<file path="src/rtl/sdram_cmd_monitor.sv">
// Passive SDRAM command-bus monitor: decodes commands, tracks open banks,
// counts operations and flags sticky protocol/timing violations (2-cycle latency).
module sdram_cmd_monitor #(
  parameter int unsigned T_RCD     = 2,
  parameter int unsigned T_RP      = 2,
  parameter int unsigned T_RFC     = 7,
  parameter int unsigned T_MRD     = 3,
  parameter int unsigned T_REF_MAX = 781,
  parameter int unsigned CNT_W     = 16
) (
  input  logic             clk,
  input  logic             rst,
  input  logic             sdram_cs_n,
  input  logic             sdram_ras_n,
  input  logic             sdram_cas_n,
  input  logic             sdram_we_n,
  input  logic [1:0]       sdram_ba,
  input  logic [12:0]      sdram_addr,
  input  logic             err_clr,
  output logic             cmd_valid,
  output logic [2:0]       cmd_code,
  output logic [1:0]       cmd_ba,
  output logic [3:0]       bank_open,
  output logic [7:0]       err_flags,
  output logic             err_pulse,
  output logic [CNT_W-1:0] aref_cnt,
  output logic [CNT_W-1:0] rd_cnt,
  output logic [CNT_W-1:0] wr_cnt
);

  typedef enum logic [2:0] {
    CMD_NOP  = 3'd0,
    CMD_ACT  = 3'd1,
    CMD_RD   = 3'd2,
    CMD_WR   = 3'd3,
    CMD_PRE  = 3'd4,
    CMD_AREF = 3'd5,
    CMD_MRS  = 3'd6,
    CMD_BST  = 3'd7
  } cmd_e;

  typedef enum logic {
    REF_IDLE,
    REF_ARMED
  } ref_state_e;

  localparam int unsigned RCD_W   = $clog2(T_RCD + 1);
  localparam int unsigned RP_W    = $clog2(T_RP + 1);
  localparam int unsigned GLB_MAX = (T_RFC > T_MRD) ? T_RFC : T_MRD;
  localparam int unsigned GLB_W   = $clog2(GLB_MAX + 1);
  localparam int unsigned REF_W   = $clog2(T_REF_MAX + 2);

  localparam logic [RCD_W-1:0] RCD_LOAD = RCD_W'(T_RCD - 1);
  localparam logic [RP_W-1:0]  RP_LOAD  = RP_W'(T_RP - 1);
  localparam logic [GLB_W-1:0] RFC_LOAD = GLB_W'(T_RFC - 1);
  localparam logic [GLB_W-1:0] MRD_LOAD = GLB_W'(T_MRD - 1);
  localparam logic [REF_W-1:0] REF_DUE  = REF_W'(T_REF_MAX);
  localparam logic [REF_W-1:0] REF_SAT  = REF_W'(T_REF_MAX + 1);

  // Only the precharge-all bit of the address matters to the checker.
  logic addr_unused;
  assign addr_unused = ^{sdram_addr[12:11], sdram_addr[9:0]};

  cmd_e       cmd_s1_d, cmd_s1_q;
  logic [1:0] ba_s1_d, ba_s1_q;
  logic       a10_s1_d, a10_s1_q;
  logic       clr_s1_d, clr_s1_q;

  logic                  cmd_valid_d, cmd_valid_q;
  cmd_e                  cmd_code_d, cmd_code_q;
  logic [1:0]            cmd_ba_d, cmd_ba_q;
  logic [3:0]            bank_open_d, bank_open_q;
  logic [7:0]            err_flags_d, err_flags_q;
  logic                  err_pulse_d, err_pulse_q;
  logic [CNT_W-1:0]      aref_cnt_d, aref_cnt_q;
  logic [CNT_W-1:0]      rd_cnt_d, rd_cnt_q;
  logic [CNT_W-1:0]      wr_cnt_d, wr_cnt_q;
  logic [3:0][RCD_W-1:0] trcd_d, trcd_q;
  logic [3:0][RP_W-1:0]  trp_d, trp_q;
  logic [GLB_W-1:0]      glb_d, glb_q;
  logic                  glb_mrs_d, glb_mrs_q;
  logic [7:0]            viol;

  ref_state_e            ref_state_d, ref_state_q;
  logic [REF_W-1:0]      ref_cnt_d, ref_cnt_q;
  logic                  ref_overdue;

  function automatic logic [CNT_W-1:0] sat_inc(input logic [CNT_W-1:0] v);
    return (v == '1) ? v : v + CNT_W'(1);
  endfunction

  always_comb begin
    cmd_s1_d = CMD_NOP;
    if (!sdram_cs_n) begin
      case ({sdram_ras_n, sdram_cas_n, sdram_we_n})
        3'b011:  cmd_s1_d = CMD_ACT;
        3'b101:  cmd_s1_d = CMD_RD;
        3'b100:  cmd_s1_d = CMD_WR;
        3'b010:  cmd_s1_d = CMD_PRE;
        3'b001:  cmd_s1_d = CMD_AREF;
        3'b000:  cmd_s1_d = CMD_MRS;
        3'b110:  cmd_s1_d = CMD_BST;
        default: cmd_s1_d = CMD_NOP;
      endcase
    end
    ba_s1_d  = sdram_ba;
    a10_s1_d = sdram_addr[10];
    clr_s1_d = err_clr;
  end

  always_ff @(posedge clk or posedge rst) begin
    if (rst) begin
      cmd_s1_q <= CMD_NOP;
      ba_s1_q  <= '0;
      a10_s1_q <= 1'b0;
      clr_s1_q <= 1'b0;
    end else begin
      cmd_s1_q <= cmd_s1_d;
      ba_s1_q  <= ba_s1_d;
      a10_s1_q <= a10_s1_d;
      clr_s1_q <= clr_s1_d;
    end
  end

  // Refresh-interval watchdog: armed by the first AREF, fires once per late interval.
  always_ff @(posedge clk or posedge rst) begin
    if (rst) begin
      ref_state_q <= REF_IDLE;
      ref_cnt_q   <= '0;
    end else begin
      ref_state_q <= ref_state_d;
      ref_cnt_q   <= ref_cnt_d;
    end
  end

  always_comb begin
    ref_state_d = ref_state_q;
    ref_cnt_d   = ref_cnt_q;
    if (cmd_s1_q == CMD_AREF) begin
      ref_state_d = REF_ARMED;
      ref_cnt_d   = '0;
    end else if (ref_state_q == REF_ARMED && ref_cnt_q != REF_SAT) begin
      ref_cnt_d = ref_cnt_q + REF_W'(1);
    end
  end

  always_comb begin
    ref_overdue = (ref_state_q == REF_ARMED) && (ref_cnt_q == REF_DUE);
  end

  always_comb begin
    viol        = '0;
    cmd_valid_d = (cmd_s1_q != CMD_NOP);
    cmd_code_d  = cmd_s1_q;
    cmd_ba_d    = ba_s1_q;
    bank_open_d = bank_open_q;
    aref_cnt_d  = aref_cnt_q;
    rd_cnt_d    = rd_cnt_q;
    wr_cnt_d    = wr_cnt_q;
    glb_mrs_d   = glb_mrs_q;
    glb_d       = (glb_q == '0) ? glb_q : glb_q - GLB_W'(1);
    for (int unsigned b = 0; b < 4; b++) begin
      trcd_d[b] = (trcd_q[b] == '0) ? trcd_q[b] : trcd_q[b] - RCD_W'(1);
      trp_d[b]  = (trp_q[b] == '0) ? trp_q[b] : trp_q[b] - RP_W'(1);
    end

    // The shared AREF/MRS window reports against whichever command loaded it.
    if (cmd_valid_d && glb_q != '0) begin
      if (glb_mrs_q) viol[7] = 1'b1;
      else           viol[4] = 1'b1;
    end
    if (ref_overdue) viol[6] = 1'b1;

    case (cmd_s1_q)
      CMD_ACT: begin
        if (bank_open_q[ba_s1_q])   viol[0] = 1'b1;
        if (trp_q[ba_s1_q] != '0)   viol[3] = 1'b1;
        bank_open_d[ba_s1_q] = 1'b1;
        trcd_d[ba_s1_q]      = RCD_LOAD;
      end
      CMD_RD, CMD_WR: begin
        if (!bank_open_q[ba_s1_q])  viol[1] = 1'b1;
        if (trcd_q[ba_s1_q] != '0)  viol[2] = 1'b1;
        if (cmd_s1_q == CMD_RD) rd_cnt_d = sat_inc(rd_cnt_q);
        else                    wr_cnt_d = sat_inc(wr_cnt_q);
      end
      CMD_PRE: begin
        if (a10_s1_q) begin
          bank_open_d = '0;
          for (int unsigned b = 0; b < 4; b++) trp_d[b] = RP_LOAD;
        end else begin
          bank_open_d[ba_s1_q] = 1'b0;
          trp_d[ba_s1_q]       = RP_LOAD;
        end
      end
      CMD_AREF: begin
        if (|bank_open_q) viol[5] = 1'b1;
        glb_d      = RFC_LOAD;
        glb_mrs_d  = 1'b0;
        aref_cnt_d = sat_inc(aref_cnt_q);
      end
      CMD_MRS: begin
        if (|bank_open_q) viol[5] = 1'b1;
        glb_d     = MRD_LOAD;
        glb_mrs_d = 1'b1;
      end
      default: ;
    endcase

    err_flags_d = (clr_s1_q ? 8'h00 : err_flags_q) | viol;
    err_pulse_d = |viol;
  end

  always_ff @(posedge clk or posedge rst) begin
    if (rst) begin
      cmd_valid_q <= 1'b0;
      cmd_code_q  <= CMD_NOP;
      cmd_ba_q    <= '0;
      bank_open_q <= '0;
      err_flags_q <= '0;
      err_pulse_q <= 1'b0;
      aref_cnt_q  <= '0;
      rd_cnt_q    <= '0;
      wr_cnt_q    <= '0;
      trcd_q      <= '0;
      trp_q       <= '0;
      glb_q       <= '0;
      glb_mrs_q   <= 1'b0;
    end else begin
      cmd_valid_q <= cmd_valid_d;
      cmd_code_q  <= cmd_code_d;
      cmd_ba_q    <= cmd_ba_d;
      bank_open_q <= bank_open_d;
      err_flags_q <= err_flags_d;
      err_pulse_q <= err_pulse_d;
      aref_cnt_q  <= aref_cnt_d;
      rd_cnt_q    <= rd_cnt_d;
      wr_cnt_q    <= wr_cnt_d;
      trcd_q      <= trcd_d;
      trp_q       <= trp_d;
      glb_q       <= glb_d;
      glb_mrs_q   <= glb_mrs_d;
    end
  end

  assign cmd_valid = cmd_valid_q;
  assign cmd_code  = cmd_code_q;
  assign cmd_ba    = cmd_ba_q;
  assign bank_open = bank_open_q;
  assign err_flags = err_flags_q;
  assign err_pulse = err_pulse_q;
  assign aref_cnt  = aref_cnt_q;
  assign rd_cnt    = rd_cnt_q;
  assign wr_cnt    = wr_cnt_q;

endmodule

</file>
<file path="config.mk">
export PLATFORM = sky130hd
export DESIGN_NAME = sdram_cmd_monitor
export DESIGN_NICKNAME = d
export VERILOG_FILES = /design/src/rtl/sdram_cmd_monitor.sv
export SDC_FILE = /design/constraint.sdc
export NUM_CORES = 1
export LEC_CHECK = 0
export ABC_AREA = 1
export CORE_MARGIN = 4
export CORE_UTILIZATION = 58
export DETAILED_ROUTE_END_ITERATION = 16
export GPL_ROUTABILITY_DRIVEN = 0
export HOLD_SLACK_MARGIN = 0.12
export PLACE_DENSITY = 0.86
export SLEW_MARGIN = 20
export SYNTH_ARGS = -nofsm -noshare
export SYNTH_HDL_FRONTEND = slang
export SYNTH_SLANG_ARGS = --single-unit
</file>
<file path="constraint.sdc">
create_clock -name clk -period 8.2 [get_ports clk]
set_input_delay 2.05 -clock clk [delete_from_list [all_inputs] [get_ports clk]]
set_output_delay 2.05 -clock clk [all_outputs]
set_load 0.01 [all_outputs]
</file>
# Word level (Yosys, flattened, before mapping)

Cells that the tools add are included.

Flip-flop bits (word level): 105
Word-level logic and storage cells: 144
Output and inout port bits: 67

Reduce and logical (&&, ||, !) cells: 28
Magnitude comparators: 2
Multiplexer cells: 45
$add $sub $neg: 13
Equal/unequal tests: 18
Bitwise gates (word level): 13

Operators with widths:

| kind                  | count |
|---|---|
| $add 16x1->16 const B | 3 |
| $eq 16x16->1 const B  | 3 |
| $mux 8                | 4 |
| $mux 2                | 12 |
| $pmux 3 s7            | 1 |
| $mux 10               | 2 |
| $eq 3x3->1 const B    | 6 |
| $logic_not 2->1       | 8 |
| $sub 2x1->2 const B   | 8 |
| $mux 1                | 15 |
| $and 4x4->4           | 3 |
| $eq 3x2->1 const B    | 4 |
| $or 4x4->4            | 3 |
| $add 10x1->10 const B | 1 |
| $eq 10x10->1 const B  | 1 |
| $ne 10x10->1 const B  | 1 |
| $reduce_bool 2->1     | 5 |
| $bmux 2 s2            | 2 |
| $not 4->4             | 2 |
| $or 8x8->8            | 1 |
| $pmux 4 s2            | 1 |
| $reduce_or 8->1       | 1 |
| $eq 3x1->1 const B    | 2 |
| $logic_not 3->1       | 2 |
| other kinds (18)      | 28 |

# Longest topological paths before layout

Gate-level depths: netlist of run 1.

Depth after elaboration: 8
Mapped depth: 11
Gate-level depth less buffers: 10

# Least setup slack after synthesis of run 1

Ideal clock, no wire load.

Path kind: reg2out
Start: register aref_cnt_q[2], in the netlist aref_cnt[2]
End: output aref_cnt[2]
Required time: 6.150 ns
Buffers on the path: 0
Setup slack: 5.690 ns
Data arrival time: 0.460 ns
Stages on the path, launching flop included: 1
Cell sequence: dfrtp_1

RTL lines:

| item                   | line | RTL |
|---|---|---|
| start, declared        | 75   | `logic [CNT_W-1:0] aref_cnt_d, aref_cnt_q;` |
| start signal, assigned | 236  | `aref_cnt_q <= aref_cnt_d;` |
| end, declared          | 26   | `output logic [CNT_W-1:0] aref_cnt,` |

No word-level cell between the ends.

# Worst setup path after layout of run 1

Start: register rd_cnt_q[2], in the netlist rd_cnt[2]
End: output rd_cnt[2]

RTL lines:

| item                   | line | RTL |
|---|---|---|
| start, declared        | 76   | `logic [CNT_W-1:0] rd_cnt_d, rd_cnt_q;` |
| start signal, assigned | 237  | `rd_cnt_q <= rd_cnt_d;` |
| end, declared          | 27   | `output logic [CNT_W-1:0] rd_cnt,` |

No word-level cell between the ends.

==> summary.txt, run 1 <==
Power and ir drop
  • Sequential power share: 0.508
  • Combinational power share: 0.251
  • Cell area power density: a little under 200 nW/um2
  • VDD IR max: 140 uV
  • Leakage power: 0.00312 uW
  • Internal power: between 800 and 900 uW
  • Clock share of power: 0.241
  • Switching pwr: between 400 and 500 uW
  • Switching Fraction: 0.337

Synthesis
  • XOR/XNOR Fraction of Synth Area: 0.0474
  • Cells taking the most area after synthesis: dfrtp_1 (47%), nand2_1 (14%), nand3_1 (5.7%), nor2_1 (4.9%), inv_1 (4.8%)
  • Number of synthesized register bits: around 110
  • Top cells by count, synth: nand2_1 (213), dfrtp_1 (105), nor2_1 (72)
  • Synth Flop Type: dfrtp_1
  • Synth Area in Adders: 0.0181
  • Avg Cell Area, Syn: approximately 8 um2
  • Synthesized area: about 5500 um2
  • Post-synthesis compound-gate area fraction: 0.0542
  • Count leader, synth: nand2_1
  • Async S/R FF share, synth: 1.00
  • Post-synth EDFFs: 0
  • Largest family of logic cells by synthesized area: simple AND/OR/NAND/NOR gates
  • Area share of the largest cell type after synthesis: 0.474
  • YS warnings: 0
  • Seq/Total Area, Yosys: 0.474
  • Post-Syn Instances: around 700
  • Mux cell area share after synthesis: 0
  • Synth unique cells: 35
  • Synth area leader: dfrtp_1
  • Syn Nets: slightly above 700
  • Simple-Gate Fraction of Synth Area: 0.339

Worst setup path
  • Critical path depth: 1
  • Reg2reg setup slack: approximately 6 ns
  • Sequence of cells on the critical path: clkdlybuf4s50_1
  • Reg2Reg Depth: 9
  • Slowest-stage cell, CP: clkdlybuf4s50_1
  • CP delay by family, top: buffers and inverters
  • Startpoint Class: flip-flop
  • Crit path buffers/inverters: 1
  • Setup CP Type: reg -> out
  • Slowest Stage Delay on Critical Path: about 0.6 ns
  • Worst-path maximum fanout: 7
  • Crit path capture type: output port
  • CP Data Arrival Time: roughly 1.5 ns
  • CP required: a little over 6 ns
  • Crit Reg-Reg Startpoint: wr_cnt[0]
  • Worst reg2reg path endpoint: wr_cnt[0]

Min path
  • HP Start: trp_q[4]
  • Worst hold endpoint: trp_q[4]
  • Worst hold path type: reg -> reg
  • WHS Path Cells: 1

STA
  • Final hold violations: 0
  • Final setup vio count: 0
  • Pins Over Slew Limit: 0
  • Fmax: 0.283 GHz
  • Hold slack: between 0.4 and 0.5 ns
  • Post-layout min period: roughly 3.5 ns
  • RSZ-0062 raised after global routing: no
  • Setup TNS: 0 ns
  • Worst rel slew slack: 0.347
  • Clock skew: approximately 0.019 ns
  • Slew @ Worst Pin: 0.980 ns
  • Final period util: 0.431

Place
  • Inst Count DP: between 800 and 900
  • Port buffer count: between 70 and 80
  • Post-DP HPWL: ~8700 um

Global route
  • Global-route wire length before repair: ~21000 um
  • Initial antenna violation count: 0
  • Largest net degree at the start of global routing: 80
  • Gr ovfl total: 0
  • Total GRT Usage: 0.230
  • Vias in the first global route: around 4600

Route
  • Drt wl/cell: 13.3 um
  • Vias per inst: 5.34
  • Residual DRC: 0
  • Final wirelength: roughly 12000 um
  • Iter 0 DRT Violations: about 280
  • Post-DRT Antenna Nets: 0
  • DR pass1 iterations: 5
  • Overall via count from detail_route: between 4000 and 5000

Clock network
  • Clock root cell: clkbuf_8
  • CTS tree: done
  • H-Tree Level Count: 3
  • CTS max path bufs: 2
  • Cts bufs inserted: 9
  • CTS sink cnt: between 100 and 150
  • Cts hold-fix bufs: 0
  • Post_cts resized: 0
  • Postcts setup bufs: 0
  • Worst-path clk slew: around 0.12 ns
  • Clock Latency Late Sink: ~0.4 ns

Floorplanning
  • Initial Util: 0.597
  • Die footprint: 11200 um2
  • Num rows: 35
  • Core region area: 9280 um2
  • Die width: approximately 110 um
  • Height of the die: around 110 um
  • I/O pins: ~90

Run status
  • Status: complete, no violations

Finish
  • Layout area overhead: 18.8%
  • Final cell count without fillers: slightly above 900
  • Share of cells above drive strength 1: 0.0695
  • Final nets: between 800 and 900
  • Diode count: 0
  • Filler cell count: around 750

Flow run
  • Max Cap Violations: 0
## logic make-up after synthesis
kind of cell / after synthesis
flip-flops: 105
AO/OA/AOI/OAI: 52
AND/OR/NAND/NOR: 411
XOR/XNOR: 30
adder cells (fa/ha/maj): 8
buffers and inverters: 86
## per-layer routing
metal / share of wire / track usage / up-vias
li1: - / - / 2363
met1: 0.42 / 0.296 / 2334
met2: 0.51 / 0.388 / 127
met3: 0.055 / 0.0514 / 17
met4: 0.014 / 0.0685 / 0
met5: 0 / 0 / -
## stage by stage
step	power [uW]	util	worst slack, ns	cell area [um2]
CTS	1300	0.709	4.65	6580
global placement	969	0.689	4.47	6390
global route	1380	0.709	4.59	6580
finish	1290	0.709	4.67	6580
detailed placement	989	0.689	4.42	6390
floorplan	850	-	3.39	5540
## registers in the layout, summed over array words and instances, names as in the netlist, 2 cells and up
register / count
aref_cnt: 16
bank_open: 4
err_flags: 8
cmd_ba: 2
glb_q: 3
wr_cnt: 16
cmd_code: 3
rd_cnt: 16
ba_s1_q: 2
cmd_code_d: 3
trp_q: 8
ref_cnt_q: 10
trcd_q: 8
## how the worst max path moves through the flow
| stage | start | to | slack [ns] |
|---|---|---|---|
| after floorplan | rst | a10_s1_q | 3.39 |
| after global placement | rst | rd_cnt[7] | 4.47 |
| after detailed placement | rst | rd_cnt[15] | 4.42 |
| after CTS | rd_cnt[3] | rd_cnt[3] | 4.65 |
| after global routing | rd_cnt[3] | rd_cnt[3] | 4.59 |
| final | rd_cnt[2] | rd_cnt[2] | 4.67 |
## placed cells by master, fill, tap and decap left out, types with 2 or more instances in the layout
cell             count
nand3b_1             9
nand2_1            213
inv_1               70
xnor2_1             20
nor2_2               2
clkbuf_8            10
clkdlybuf4s50_1     76
nor2_4               6
inv_2                4
a21o_1               2
nand4_1             16
nor3_1               6
ha_1                 8
o21ai_0             22
clkinv_1             2
o21bai_1             4
dfrtp_1            105
o22ai_1              6
inv_4                2
a21oi_1             16
xor2_1              10
inv_6                2
nand2_2             14
nor2_1              72
nand3_1             63
nand2_4              3
nand3_2              3
## power by group through the flow
stage	sequential (uW)	clock, uW	combinational (uW)
2_1_floorplan	668	0	183
3_3_place_gp	661	0	308
3_5_place_dp	664	0	325
4_1_cts	655	316	327
5_1_grt	668	339	372
6_report	656	310	324
## cell type report
| class | count | area [um2] | area share |
|---|---|---|---|
| tap | 129 | 161 | 0.0245 |
| clock inverter | 5 | 45.0 | 0.00684 |
| multi-input combinational | 501 | 2540 | 0.386 |
| timing repair buffer | 77 | 768 | 0.117 |
| inverter | 78 | 298 | 0.0452 |
| sequential | 105 | 2630 | 0.399 |
| clock buffer | 11 | 141 | 0.0215 |
Note: power is estimated with default switching activity, not from simulation.
==> run 2, diff against run 1 <==
CORE_UTILIZATION = 49   (was 58)
PLACE_DENSITY = 0.77   (was 0.86)
clock period = 3.16 ns   (was 8.2 ns; I/O delays follow)
==> run 2 against run 1 <==
Net effect:
- first-iteration DRC count increased by 13%
- utilization decreased by 9.3 points
- worst setup slack got worse by 3.7 ns
- critical path depth unchanged
- register-to-register slack got worse by 5.0 ns
- die area increased by 17%
- critical path type unchanged
- critical endpoint is now wr_cnt[4]
- largest cell class unchanged
- largest power group unchanged
==> summary.txt, run 2 (synthesis gave the netlist of run 1 again) <==
Finish
  • Commonest non-fill, non-tap cell in the layout: nand2_1
  • Final nets: 802
  • Diode count: 0
  • Commonest cells after routing, fill and taps aside: nand2_1 (213), dfrtp_1 (105), clkdlybuf4s50_1 (76)
  • Core Util, Final: 0.616
  • Share of cells above drive strength 1: 0.0708
  • Layout area overhead: 21.6%

STA
  • Fmax: 0.452 GHz
  • Final period util: 0.700
  • Pins Over Slew Limit: 0
  • Final setup margin: 0.948 ns
  • Hold slack: 0.446 ns
  • Final setup vio count: 0
  • Setup TNS: 0 ns
  • Clock skew: 0.0105 ns
  • Worst rel slew slack: 0.534
  • Final hold violations: 0
  • RSZ-0062 raised after global routing: no
  • Post-layout min period: between 2 and 2.5 ns
  • Slew @ Worst Pin: 0.699 ns

Route
  • Residual DRC: 0
  • Post-DRT Antenna Nets: 0
  • Vias per inst: ~5.2
  • Iter 0 DRT Violations: approximately 320
  • Final wirelength: 11900 um
  • Drt wl/cell: 13.0 um
  • Overall via count from detail_route: around 4800
  • DR pass1 iterations: 8

Worst setup path
  • Crit path capture type: output port
  • CP required: about 2.4 ns
  • Critical path depth: 1
  • Crit path buffers/inverters: 1
  • CP delay by family, top: buffers and inverters
  • Slowest-stage cell, CP: clkdlybuf4s50_1
  • Crit Reg-Reg Startpoint: wr_cnt[0]
  • Worst setup path startpoint: wr_cnt[4]
  • CP endpoint: wr_cnt[4]
  • Slowest Stage Delay on Critical Path: around 0.60 ns
  • Worst-path maximum fanout: 6
  • Setup CP Type: reg -> out
  • Worst reg2reg path endpoint: wr_cnt[2]
  • CP Data Arrival Time: 1.42 ns
  • Startpoint Class: flip-flop
  • Reg2Reg Depth: 9
  • Reg2reg setup slack: between 1 and 1.5 ns
  • Sequence of cells on the critical path: clkdlybuf4s50_1

Clock network
  • Clock root cell: clkbuf_16
  • CTS sink cnt: between 100 and 150
  • Worst-path clk slew: 0.07 ns
  • CTS max path bufs: 2
  • CTS tree: done
  • Postcts setup bufs: 0
  • H-Tree Level Count: 3
  • Cts bufs inserted: 9
  • Clock Latency Late Sink: about 0.34 ns
  • Cts hold-fix bufs: 0
  • Post_cts resized: 0

Flow run
  • Max Cap Violations: 0

Place
  • Dpl ws: about 1.2 ns
  • Port buffer count: 76
  • Post-DP HPWL: 8610 um

Power and ir drop
  • Sequential power share: 0.461
  • Switching pwr: roughly 1100 uW
  • Clock share of power: 0.312
  • Cell area power density: 549 nW/um2
  • Switching Fraction: 0.311
  • Combinational power share: 0.227
  • Internal power: 2550 uW
  • VDD IR max: 366 uV
  • Leakage power: about 0.0032 uW
  • Final Total Pwr: 3700 uW

Min path
  • Worst hold path type: reg -> reg
  • HP Start: trp_q[6]

Floorplanning
  • Num rows: 38
  • Die footprint: 13100 um2
  • Core region area: between 10000 and 15000 um2
  • Die width: 114 um
  • Height of the die: about 110 um
  • Initial Util: 0.507
  • I/O pins: slightly below 90

Global route
  • Total GRT Usage: 0.194
  • Vias in the first global route: 4777
  • Global-route wire length before repair: about 21000 um
  • Initial antenna violation count: 0
  • Largest net degree at the start of global routing: 106
  • Gr ovfl total: 0

Run status
  • Status: complete, no violations
-- run 2: cell count changes in the layout (fill, tap and decap cells not counted) --
cell | previous run | this run
clkbuf_8 | 10 | 1
buf_4 | 1 | 0
clkinvlp_4 | 1 | 3
clkbuf_16 | 0 | 9
clkbuf_1 | 1 | 0
inv_6 | 2 | 1
bufinv_16 | 0 | 1
inv_4 | 2 | 1
buf_12 | 0 | 1
-- run 2: power by group through the flow --
stage | combinational (uW) | clock (uW) | sequential, uW
2_1_floorplan | 475 | 0 | 1730
3_3_place_gp | 813 | 0 | 1720
3_5_place_dp | 845 | 0 | 1730
4_1_cts | 851 | 1180 | 1700
5_1_grt | 950 | 1240 | 1730
6_report | 840 | 1150 | 1700
-- run 2: routing by layer --
layer  vias up  GRT usage  wire (um)
met3        12     0.0359        525
met4         0     0.0705        121
met5         -          0          0
met1      2303      0.242       5230
li1       2356          -          -
met2       105      0.337       6020
-- run 2: area by class of cell --
| class | count | area (um2) |
|---|---|---|
| Inverter | 78 | 299 |
| Fill cell | 946 | 4200 |
| Tap cell | 140 | 175 |
| Timing Repair Buffer | 77 | 781 |
| Multi-Input combinational cell | 501 | 2540 |
| Sequential cell | 105 | 2630 |
| Clock inverter | 6 | 73.8 |
| Clock buffer | 10 | 239 |
-- run 2: how the worst min path moves through the flow --
stage / end / depth (start not counted)
after floorplan: cmd_ba[1] / 0
after global placement: trp_q[6] / 1
after detailed placement: trp_q[6] / 1
after CTS: trp_q[6] / 1
after global routing: err_flags[4] / 1
final: trp_q[6] / 1
-- run 2: stage by stage --
step	instances	instance area (um2)
after floorplan	692	5540
after global routing	917	6740
final	917	6740
after global placement	901	6420
after CTS	917	6740
after detailed placement	901	6420
==> run 3, diff against run 2 <==
clock period = 1.9 ns   (was 3.16 ns; I/O delays follow)
==> run 3 against run 2 <==
Net effect:
- first-iteration DRC count decreased by 0.94%
- combinational power increased by 71%
- critical path depth stayed put
- highest routed layer unchanged
- routed wire length increased by 4.3%
- critical path type unchanged
- critical endpoint is now wr_cnt[12]
==> summary.txt, run 3 (synthesis gave the netlist of run 1 again) <==
Global route
  • Initial antenna violation count: 0
  • Global-route wire length before repair: ~22000 um
  • Total GRT Usage: 0.205
  • Gr ovfl total: 0
  • Largest net degree at the start of global routing: 86
  • Vias in the first global route: 4852

Route
  • Iter 0 DRT Violations: 315
  • Final wirelength: between 10000 and 15000 um
  • Overall via count from detail_route: ~4800
  • Drt wl/cell: 13.4 um
  • DR pass1 iterations: 5
  • Residual DRC: 0
  • Vias per inst: 5.19
  • Post-DRT Antenna Nets: 0

Clock network
  • Cts hold-fix bufs: 0
  • CTS tree: done
  • Clock Latency Late Sink: between 0.3 and 0.4 ns
  • Cts bufs inserted: 9
  • H-Tree Level Count: 3
  • Worst-path clk slew: 0.07 ns
  • CTS max path bufs: 2
  • CTS sink cnt: 105
  • Clock root cell: clkbuf_16

Floorplanning
  • Initial Util: 0.507
  • Num rows: 38
  • Die footprint: 13100 um2
  • Core region area: 10900 um2
  • Height of the die: 114 um
  • I/O pins: 89
  • Die width: approximately 110 um

Power and ir drop
  • VDD IR max: a little over 600 uV
  • Cell area power density: 913 nW/um2
  • Leakage power: approximately 0.0032 uW
  • Final Total Pwr: between 6000 and 7000 uW

Worst setup path
  • Reg2reg setup slack: ~0.19 ns
  • Setup CP Type: reg -> out
  • Reg2Reg Depth: 10
  • Worst reg2reg path endpoint: wr_cnt[5]
  • Slowest-stage cell, CP: clkdlybuf4s50_1
  • CP Data Arrival Time: 1.38 ns
  • Sequence of cells on the critical path: clkdlybuf4s50_1
  • Crit Reg-Reg Startpoint: wr_cnt[0]
  • CP required: approximately 1.4 ns
  • Slowest Stage Delay on Critical Path: 0.58 ns
  • Crit path capture type: output port
  • CP delay by family, top: buffers and inverters
  • Crit path buffers/inverters: 1
  • Startpoint Class: flip-flop
  • Worst-path maximum fanout: 6

Min path
  • Worst hold endpoint: cmd_ba[1]
  • HP Start: ba_s1_q[1]
  • WHS Path Cells: 0
  • Worst hold path type: reg -> reg

Flow run
  • Max Cap Violations: 0

Finish
  • Area of the multi-input gates: between 2000 and 3000 um2
  • Commonest cells after routing, fill and taps aside: nand2_1 (213), dfrtp_1 (82), clkdlybuf4s50_1 (73)
  • FF/Latch Area: between 2000 and 3000 um2
  • Commonest non-fill, non-tap cell in the layout: nand2_1
  • Filler cell count: between 900 and 1000
  • Final nets: between 800 and 900
  • Share of cells above drive strength 1: 0.110
  • Layout area overhead: 23.5%
  • Diode count: 0

Place
  • Port buffer count: between 70 and 80
  • Post-DP HPWL: slightly above 9000 um
  • Dpl ws: roughly 0.21 ns

Run status
  • Status: complete, no violations

STA
  • Setup TNS: 0 ns
  • Worst rel slew slack: 0.631
  • Final period util: 0.976
  • Final setup vio count: 0
  • Post-layout min period: around 1.9 ns
  • Fmax: 0.539 GHz
  • Pins Over Slew Limit: 0
  • Final setup margin: between 0.04 and 0.05 ns
  • Final hold violations: 0
  • RSZ-0062 raised after global routing: no
  • Hold slack: roughly 0.45 ns
  • Clock skew: around 0.0085 ns
  • Slew @ Worst Pin: ~0.55 ns
[run 3: metal layers]
metal	track usage	wire (um)	vias to the layer above
met1	0.251	5160	2286
met5	0	0	-
li1	-	-	2378
met3	0.0529	661	16
met4	0.0681	166	0
met2	0.351	6430	122
[run 3: worst max-delay path by stage]
stage,start,to,slack [ns],depth (start not counted)
detailed placement,ref_cnt_q[0],ref_cnt_q[9],0.21,8
finish,wr_cnt[12],wr_cnt[12],0.04,1
floorplan,rst,a10_s1_q,0.17,1
CTS,rd_cnt[4],rd_cnt[4],0.002,1
global route,aref_cnt[4],aref_cnt[4],0.003,1
global placement,wr_cnt[0],wr_cnt[5],0.27,10
[run 3: repair_timing]
item / CTS / global route
gates resized for setup: 5 / 21
endpoints found under the setup margin: 5 / 22
buffers inserted: 0 / 1
[run 3: report_power, final]
part | total [uW] | switching [uW] | internal, uW | leakage [uW]
logic | 1440 | 767 | 678 | 0.00171
registers | 2830 | 306 | 2520 | 0.00135
clock network | 1980 | 911 | 1060 | 0.000157
total | 6250 | 1980 | 4260 | 0.00322
[run 3: final cells by class]
class / instances / share of cell area
sequential: 105 / 0.388
multi-input combinational: 501 / 0.371
timing repair buffer: 85 / 0.124
inverter: 78 / 0.0437
clock buffer: 9 / 0.0329
tap: 140 / 0.0256
clock inverter: 7 / 0.0139
[run 3: stage by stage]
step,instance area [um2],utilization,std cells
2_1_floorplan,5540,-,692
3_3_place_gp,6470,0.592,908
3_5_place_dp,6470,0.592,908
4_1_cts,6800,0.622,924
5_1_grt,6840,0.625,925
6_report,6840,0.625,925
